### src/rtl/nn_seq_pkg.sv
// Shared types and constants for the layer sequencer: FSM encoding, stage indices
// and a small state-classification helper.
package nn_seq_pkg;

    localparam int NUM_STAGES = 5;

    localparam int STG_C1 = 0;
    localparam int STG_P1 = 1;
    localparam int STG_C2 = 2;
    localparam int STG_P2 = 3;
    localparam int STG_FC = 4;

    typedef enum logic [2:0] {
        IDLE   = 3'd0,
        CLEAR  = 3'd1,
        RUN    = 3'd2,
        SETTLE = 3'd3,
        FINISH = 3'd4,
        ERROR  = 3'd5
    } seq_state_t;

    function automatic logic is_busy(input seq_state_t s);
        return (s == CLEAR) || (s == RUN) || (s == SETTLE);
    endfunction

endpackage

### src/rtl/stage_watchdog.sv
// Per-stage watchdog: saturating cycle counter that flags when it reaches the limit.
module stage_watchdog #(
    parameter int WDOG_W = 16
) (
    input  logic              clk,
    input  logic              reset,
    input  logic              clr,
    input  logic              inc,
    input  logic [WDOG_W-1:0] limit,
    output logic              expired
);

    logic [WDOG_W-1:0] count;

    // Saturate rather than wrap so a hung stage can never look freshly started.
    always_ff @(posedge clk or posedge reset) begin
        if (reset) begin
            count <= '0;
        end else if (clr) begin
            count <= '0;
        end else if (inc && (count != '1)) begin
            count <= count + 1'b1;
        end
    end

    assign expired = (count == limit);

endmodule

### src/rtl/layer_sequencer.sv
// Runs the per-layer counter blocks one at a time: clear, enable, wait for done, advance.
// Outputs are registered and decoded from the next state, so they change on the entering edge.
module layer_sequencer #(
    parameter int NUM_STAGES = nn_seq_pkg::NUM_STAGES,
    parameter int WDOG_W     = 16,
    parameter int TIMEOUT    = 40000
) (
    input  logic                          clk,
    input  logic                          reset,
    input  logic                          start,
    input  logic                          abort,
    input  logic [NUM_STAGES-1:0]         stage_done,
    output logic [NUM_STAGES-1:0]         stage_en,
    output logic [NUM_STAGES-1:0]         stage_clr,
    output logic [$clog2(NUM_STAGES)-1:0] cur_stage,
    output logic                          busy,
    output logic                          done,
    output logic                          err,
    output logic [$clog2(NUM_STAGES)-1:0] err_stage,
    output logic [2:0]                    seq_state
);
    import nn_seq_pkg::*;

    localparam int                IDX_W = $clog2(NUM_STAGES);
    localparam logic [IDX_W-1:0]  LAST  = IDX_W'(NUM_STAGES - 1);
    localparam logic [WDOG_W-1:0] LIMIT = WDOG_W'(TIMEOUT - 1);

    seq_state_t            state;
    seq_state_t            state_nxt;
    logic [IDX_W-1:0]      idx;
    logic [IDX_W-1:0]      idx_nxt;
    logic [IDX_W-1:0]      err_stage_nxt;
    logic [NUM_STAGES-1:0] sel_nxt;
    logic                  wd_clr;
    logic                  wd_inc;
    logic                  expired;

    assign wd_clr = (state == CLEAR);
    assign wd_inc = (state == RUN);

    stage_watchdog #(
        .WDOG_W (WDOG_W)
    ) u_wdog (
        .clk     (clk),
        .reset   (reset),
        .clr     (wd_clr),
        .inc     (wd_inc),
        .limit   (LIMIT),
        .expired (expired)
    );

    // start is a one-cycle request honoured only outside CLEAR/RUN/SETTLE; abort is a
    // level that overrides start and every transition, returning to IDLE.
    always_comb begin
        state_nxt     = state;
        idx_nxt       = idx;
        err_stage_nxt = err_stage;
        unique case (state)
            IDLE, FINISH, ERROR: begin
                if (start) begin
                    state_nxt = CLEAR;
                    idx_nxt   = '0;
                end
            end
            CLEAR: begin
                state_nxt = RUN;
            end
            RUN: begin
                if (stage_done[idx]) begin
                    state_nxt = SETTLE;
                end else if (expired) begin
                    state_nxt     = ERROR;
                    err_stage_nxt = idx;
                end
            end
            SETTLE: begin
                if (idx == LAST) begin
                    state_nxt = FINISH;
                end else begin
                    idx_nxt   = idx + 1'b1;
                    state_nxt = CLEAR;
                end
            end
            default: begin
                state_nxt = IDLE;
            end
        endcase
        if (abort) begin
            state_nxt     = IDLE;
            idx_nxt       = idx;
            err_stage_nxt = err_stage;
        end
        sel_nxt          = '0;
        sel_nxt[idx_nxt] = 1'b1;
    end

    always_ff @(posedge clk or posedge reset) begin
        if (reset) begin
            state     <= IDLE;
            idx       <= '0;
            err_stage <= '0;
            stage_en  <= '0;
            stage_clr <= '0;
            busy      <= 1'b0;
            done      <= 1'b0;
            err       <= 1'b0;
        end else begin
            state     <= state_nxt;
            idx       <= idx_nxt;
            err_stage <= err_stage_nxt;
            stage_en  <= (state_nxt == RUN) ? sel_nxt : '0;
            // abort pulses every counter's clear so no stage is left mid-count.
            stage_clr <= abort ? '1 : ((state_nxt == CLEAR) ? sel_nxt : '0);
            busy      <= is_busy(state_nxt);
            done      <= (state_nxt == FINISH);
            err       <= (state_nxt == ERROR);
        end
    end

    assign cur_stage = idx;
    assign seq_state = state;

endmodule
### config.mk
export PLATFORM = sky130hd
export DESIGN_NAME = layer_sequencer
export DESIGN_NICKNAME = d
export VERILOG_FILES = /design/src/rtl/nn_seq_pkg.sv /design/src/rtl/stage_watchdog.sv /design/src/rtl/layer_sequencer.sv
export SDC_FILE = /design/constraint.sdc
export NUM_CORES = 1
export LEC_CHECK = 0
export ABC_CLOCK_PERIOD_IN_PS = 2300
export CORE_MARGIN = 2
export CORE_UTILIZATION = 44
export CTS_BUF_LIST = sky130_fd_sc_hd__clkbuf_8
export CTS_CLUSTER_DIAMETER = 30
export CTS_CLUSTER_SIZE = 30
export DETAILED_ROUTE_END_ITERATION = 12
export HOLD_SLACK_MARGIN = 0.12
export PLACE_DENSITY = 0.7
export SLEW_MARGIN = 20
export SYNTH_ARGS = -nofsm -noshare
export SYNTH_HDL_FRONTEND = slang
export SYNTH_HIERARCHICAL = 1
export SYNTH_SLANG_ARGS = --single-unit
### constraint.sdc
create_clock -name clk -period 2.3 [get_ports clk]
set_clock_uncertainty 0.05 [all_clocks]
set_input_delay 0.23 -clock clk [delete_from_list [all_inputs] [get_ports clk]]
set_output_delay 0.23 -clock clk [all_outputs]
set_load 0.02 [all_outputs]
==> results.md, run 1 <==
- Worst R2R Start: u_wdog/count[0]
- Final ANT Viol Nets: 0
- Vias in the first global route: around 1800
- Initial antenna violation count: 0
- Vias per cell: approximately 5.3
- Final Instance Count excl. Fillers: 365
- Fillers: about 450
- Root buffer cell: clkbuf_8
- Share of post-route cells with drive strength above 1: about a fifth
- Actual slew at the worst max-slew pin: roughly 660 ps
- Initial Util: between 40% and 50%
- Area share of the largest cell type after synthesis: between 40% and 50%
- Fin crit share: between 90% and 100%
- Final setup viols: 0
- Synth Area per Inst: slightly below 10 sq um
- FF-to-FF End: err_stage[1]
- Tmin final: approximately 2200 ps
- Die width: 76.2 um
- Synth warn: 6
- Clk Latency, worst-skew pair: between 200 and 300 ps
- Fmax: between 400 and 500 MHz
- Synth Flop Type: dfrtp_1
- Total wire length: approximately 5 mm
- Synth area leader: dfrtp_1
- First-pass GRT wire length: about 8.6 mm
- Crit. Startpoint: u_wdog/count[0]
- Final max-slew violation count: 0
- Ys async rst share: between 90% and 100%
- Synth cell types: approximately 60
- Crit path launch type: flop
- Ports: 31
- P_leak: 1.33 nW
- Remaining DRCs: 0
- Area of the die: 0.00581 sq mm
- Status: complete, no violations
- Post-Place Worst Slack: 108 ps
- Ranking of synthesized cells by area: dfrtp_1, xnor2_1, a21oi_1
- CP Capture Type: flop
- Crit Path Max Fanout: 4
- Register area share after synthesis: roughly two fifths
- Core area: between 0.005 and 0.006 sq mm
- Commonest non-fill, non-tap cells in the layout: dfrtp_1, clkdlybuf4s50_1, buf_4, conb_1
- Slew headroom: between 50% and 60%
- Final hold vios: 0
- Clock tree buffer depth: 2
- Register area: ~950 sq um
- PD cells: between 600 and 700 mW/mm^2
- Most common cell after layout, fill and taps aside: dfrtp_1
- Per-cell routed wire length: about 14 um
- RSZ-0062 raised after global routing: yes
- Inst Count DP: 355
- Worst hold path class: primary input to async pin
- DRT iter0 DRCs: 85
- Synth Cell Area: 0.00229 sq mm
- Reg2Reg Depth: 9
- H-Tree Depth: 2
- Critical path arrival: 2330 ps
- Clock Sinks: 38
- WS Path Type: flop to flop
- Pin count of the biggest net entering global routing: 23
- Final WS setup: approximately 90 ps
- Diodes inserted: 0
- Setup TNS Final: 0 ps
- DR vias: between 1500 and 2000
- CP Capture Point: err_stage[1]
- Total GRT Usage: 18.5%
- Multi-input logic area: roughly 0.0013 sq mm
- Drt first pass iters: 4
- Nets: 306
- HPWL Detailed: roughly 3.7 mm
- Hold_ws: ~270 ps
- CP Data Required Time: ~2400 ps
- CTS tree: built
- Seq cells post-synth: 38
- Count of flip-flops with a built-in enable after synthesis: 0
- Placer congestion estimate: roughly 0.83
- Slack of the worst reg-to-reg path: slightly above 90 ps
- Post-synthesis cell count: between 200 and 250
- Reg clk slew, reported paths: approximately 80 ps
- MaxCap Viol Count: 0
- Die Ht: 76.2 um
- Num CTS Buffers: 5
- FP Rows: 26
- PnR Total Power: between 1.5 and 2 mW
- Grt ovf: 0
- Worst VDD drop: between 300 and 400 uV
- I/O Buffers: 30
- Syn-to-layout area delta: 30.5%
worst min-delay path by stage:
stage                      start              end  slack, ps
detailed placement  err_stage[0]     err_stage[0]        470
global placement    err_stage[0]     err_stage[0]        450
global route               reset             busy        300
finish                     reset     seq_state[1]        270
CTS                        reset      stage_en[0]        280
floorplan                  reset  u_wdog/count[0]         90
sequential cells by signal, summed over array words and instances, names as in the netlist:
name          cells
u_wdog/count     16
stage_clr         5
stage_en          5
cur_stage         3
err_stage         3
seq_state         3
busy              1
done              1
err               1
critical path, stage by stage, from the launching register on:
cell and delay (ps):
dfrtp_1 370, buf_6 120, xnor2_1 110, nand4_1 170, nor4_2 320, buf_4 180
nand2_2 50, a211oi_2 180, and2b_2 220, mux2_2 330
synthesized netlist by cell type, types with 2 or more instances:
cell	instances
dfrtp_1	38
xnor2_1	16
a21oi_1	15
nor2_1	13
inv_1	11
nand2_1	11
nor3_1	11
o21ai_0	11
nand4_1	8
nand3_1	6
a21o_1	5
mux2_2	5
mux2i_1	5
nor4_1	5
buf_6	4
o31ai_1	4
buf_2	3
ha_1	3
nand2b_1	3
nor2b_1	3
or3_2	3
and2b_1	2
and3_1	2
and4_1	2
clkbuf_1	2
conb_1	2
nor3b_2	2
or3_1	2
or4_2	2
logic make-up (layout without fill, tap and decap cells):
kind of cell,after synthesis,count (layout),share of synthesized area [%]
buf+inv,22,72,5.40
compound gates,51,51,16.0
xor+xnor,17,17,6.49
mux,10,10,4.63
simple gates,88,88,24.0
other cells,2,16,0.327
fa+ha+maj,3,3,1.64
flops,38,38,41.4
cell type report:
| cell class | count | area share [%] |
|---|---|---|
| Sequential cell | 38 | 31.8 |
| Multi-Input combinational cell | 185 | 43.2 |
| Clock buffer | 6 | 2.76 |
| Tap cell | 70 | 2.93 |
| Clock inverter | 2 | 2.01 |
| Inverter | 11 | 1.38 |
| Timing Repair Buffer | 53 | 15.9 |
power breakdown:
part	switching (mW)	total (mW)	internal [mW]
Combinational	0.278	0.514	0.236
Sequential	0.0491	0.762	0.713
Clock	0.236	0.699	0.463
per-layer routing:
| layer | routed length [um] | part of all wire, % | up-vias | global-route usage (%) |
|---|---|---|---|---|
| met4 | 109 | 2.1 | 0 | 6.91 |
| met1 | 2360 | 47 | 934 | 25.0 |
| met5 | 0 | 0 | - | 0 |
| met2 | 2430 | 48 | 36 | 29.6 |
| met3 | 174 | 3.4 | 13 | 3.44 |
| li1 | - | - | 946 | - |
stage by stage:
stage,cell area (sq um),util [%]
6_report,2990,59.0
5_1_grt,2990,59.0
4_1_cts,2950,58.2
3_5_place_dp,2810,55.4
3_3_place_gp,2810,55.4
2_1_floorplan,2350,-
what timing repair did:
item / in CTS / in global routing
buffers inserted: 0 / 2
endpoints found under the setup margin: 0 / 6
hold buffers: 0 / 0
gates resized for setup: 0 / 7
Power figures use the tool's default switching activity.
==> inputs of run 2 (changes only) <==
--- a/config.mk
+++ b/config.mk
@@ -5,7 +5,7 @@
 export SDC_FILE = /design/constraint.sdc
 export NUM_CORES = 1
 export LEC_CHECK = 0
-export ABC_CLOCK_PERIOD_IN_PS = 2300
+export ABC_CLOCK_PERIOD_IN_PS = 2600
 export CORE_MARGIN = 2
 export CORE_UTILIZATION = 44
 export CTS_BUF_LIST = sky130_fd_sc_hd__clkbuf_8
@@ -13,7 +13,7 @@
 export CTS_CLUSTER_SIZE = 30
 export DETAILED_ROUTE_END_ITERATION = 12
 export HOLD_SLACK_MARGIN = 0.12
-export PLACE_DENSITY = 0.7
+export PLACE_DENSITY = 0.67
 export SLEW_MARGIN = 20
 export SYNTH_ARGS = -nofsm -noshare
 export SYNTH_HDL_FRONTEND = slang
==> constraint.sdc (replaced) <==
create_clock -name clk -period 2.6 [get_ports clk]
set_clock_uncertainty 0.05 [all_clocks]
set_input_delay 0.26 -clock clk [delete_from_list [all_inputs] [get_ports clk]]
set_output_delay 0.26 -clock clk [all_outputs]
set_load 0.02 [all_outputs]
==> run 2 against run 1 <==
Die area stayed put. Highest routed layer unchanged. First-iteration DRC count is 72% higher. Sequential share of layout area is 1.6 points higher. Cell area is 4.8% lower. Utilization is 2.8 points lower. Critical endpoint is now err_stage[2]. Largest cell class unchanged.
==> results.md, run 2 (synthesis results as in run 1) <==
- PnR Total Power: 1.71 mW (-14%)
- CP Data Required Time: 2730 ps (+310 ps)
- Max reg flops: 16 (unchanged)
- Drt first pass iters: 4 (unchanged)
- PD cells: 599 mW/mm^2 (-9.2%)
- I/O Buffers: 30 (unchanged)
- Final ANT Viol Nets: 0 (unchanged)
- Fillers: 469 (+3.8%)
- Ports: 31 (unchanged)
- Slack of the worst reg-to-reg path: 230 ps (+130 ps)
- Root buffer cell: clkbuf_8
- Diodes inserted: 0 (unchanged)
- Cts repair resizes: 0 (unchanged)
- Final setup viols: 0 (unchanged)
- Most common cell after layout, fill and taps aside: dfrtp_1
- DRT iter0 DRCs: 146 (+72%)
- RSZ-0062 raised after global routing: no
- Die Ht: 76.2 um (unchanged)
- Final max-slew violation count: 0 (unchanged)
- Final WS setup: 226 ps (+134 ps)
- CP Capture Type: flop
- Setup TNS Final: 0 ps (unchanged)
- Top Registers: u_wdog/count: 16 flops, stage_clr: 5 flops, stage_en: 5 flops
- Tmin final: 2370 ps (+166 ps)
- Initial antenna violation count: 0 (unchanged)
- Multi-input logic area: 0.00127 sq mm (-1.6%)
- CP Capture Point: err_stage[2]
- Share of post-route cells with drive strength above 1: 15.4% (-6.0 points)
- FF-to-FF End: err_stage[2]
- Crit. Startpoint: u_wdog/count[6]
- Final Instance Count excl. Fillers: 350 (-4.1%)
- Worst R2R Start: u_wdog/count[6]
- Per-cell routed wire length: 14.2 um (+2.2%)
- Fin crit share: 91.3% (-4.7 points)
- Remaining DRCs: 0 (unchanged)
- Slew headroom: 45.2% (-11 points)
- Final hold vios: 0 (unchanged)
- Area of the die: 0.00581 sq mm (unchanged)
- WS Path Type: flop to flop
- Clk Latency, worst-skew pair: 290 ps (about the same)
- Core area: 0.00507 sq mm (unchanged)
- Worst hold path class: primary input to async pin
- HPWL Detailed: 3.56 mm (-3.6%)
- Post-Place Worst Slack: 221 ps (+113 ps)
- Crit path launch type: flop
- Reg2Reg Depth: 8 (-1)
- Num CTS Buffers: 5 (unchanged)
- Placer congestion estimate: 0.829 (-0.16%)
- MaxCap Viol Count: 0 (unchanged)
- Reg clk slew, reported paths: 80 ps (about the same)
- FP Rows: 26 (unchanged)
- First-pass GRT wire length: 8.83 mm (+2.2%)
- Syn-to-layout area delta: 24.2%
- Nets: 291 (-4.9%)
- Clock Sinks: 38 (unchanged)
- Status: complete, no violations
- DR vias: 1816 (-5.9%)
- H-Tree Depth: 2 (unchanged)
- Actual slew at the worst max-slew pin: 821 ps (+162 ps)
- Total GRT Usage: 18.8% (+0.36 points)
- Crit Path Max Fanout: 6 (+2)
- Vias in the first global route: 1796 (-2.8%)
- Die width: 76.2 um (unchanged)
- Total wire length: 4.98 mm (-2.0%)
- Grt ovf: 0 (unchanged)
- CTS tree: built
- P_leak: 1.24 nW (-6.7%)
- Biggest register: u_wdog/count
- Vias per cell: 5.19 (-1.8%)
- Setup Fix Bufs, Post-CTS: 0 (unchanged)
- Post-CTS Hold Fix Bufs: 0 (unchanged)
- Critical path arrival: 2510 ps (+180 ps)
- Register area: 951 sq um (-0.13%)
- Pin count of the biggest net entering global routing: 23 (unchanged)
- Hold_ws: 339 ps (+63.8 ps)
- Worst VDD drop: 440 uV (+29%)
- Fmax: 421 MHz (-7.0%)
- Initial Util: 45.2% (unchanged)
- Inst Count DP: 342 (-3.7%)
- Clock tree buffer depth: 2 (unchanged)
- Commonest non-fill, non-tap cells in the layout: dfrtp_1, clkdlybuf4s50_1, xnor2_1, conb_1, a21oi_1
-- run 2: cell types whose count changed in the layout (fill, tap and decap cells not counted), sizes merged --
| cell | before | now |
|---|---|---|
| clkinv | 0 | 1 |
| buf | 23 | 8 |
| clkbuf | 6 | 5 |
-- run 2: worst min path at each step --
stage | from | end | slack (ps) | cells after the start
final | reset | u_wdog/count[5] | 340 | 2
after floorplan | reset | u_wdog/count[0] | 120 | 1
after global placement | err_stage[1] | err_stage[1] | 450 | 1
after CTS | reset | u_wdog/count[15] | 360 | 2
after global routing | reset | u_wdog/count[3] | 410 | 2
after detailed placement | err_stage[0] | err_stage[0] | 460 | 1
-- run 2: final cells by class --
class	count	share of cell area, %
Multi-Input combinational cell	185	44.6
Clock inverter	3	2.41
Tap cell	70	3.07
Inverter	11	1.45
Clock buffer	5	2.41
Timing Repair Buffer	38	12.6
Sequential cell	38	33.4
-- run 2: worst max-delay path, cell delays in order, from the launching register on --
cell and delay [ps]:
dfrtp_1 430, xnor2_1 220, nand4_1 130, nor4_1 350, buf_4 190, nand2_1 60, a211oi_2 270, and2b_1 230
mux2_2 350
-- run 2: where the power goes --
group	switching [mW]	internal, mW	total [mW]	leakage, nW
Sequential	0.0583	0.631	0.689	0.512
Clock	0.225	0.385	0.609	0.0683
Combinational	0.225	0.185	0.410	0.657
-- run 2: stage by stage --
step	instance area, sq um	utilization, %
after floorplan	2350	-
after global placement	2710	53.5
after detailed placement	2710	53.5
after CTS	2850	56.2
after global routing	2850	56.2
final	2850	56.2
-- run 2: layer usage --
metal / wire length [um] / part of all wire [%] / GRT usage, % / vias to the layer above
li1: - / - / - / 913
met4: 105 / 2.1 / 7.09 / 0
met1: 2520 / 51 / 27.4 / 852
met2: 2170 / 44 / 27.4 / 41
met5: 0 / 0 / 0 / -
met3: 183 / 3.7 / 4.15 / 10
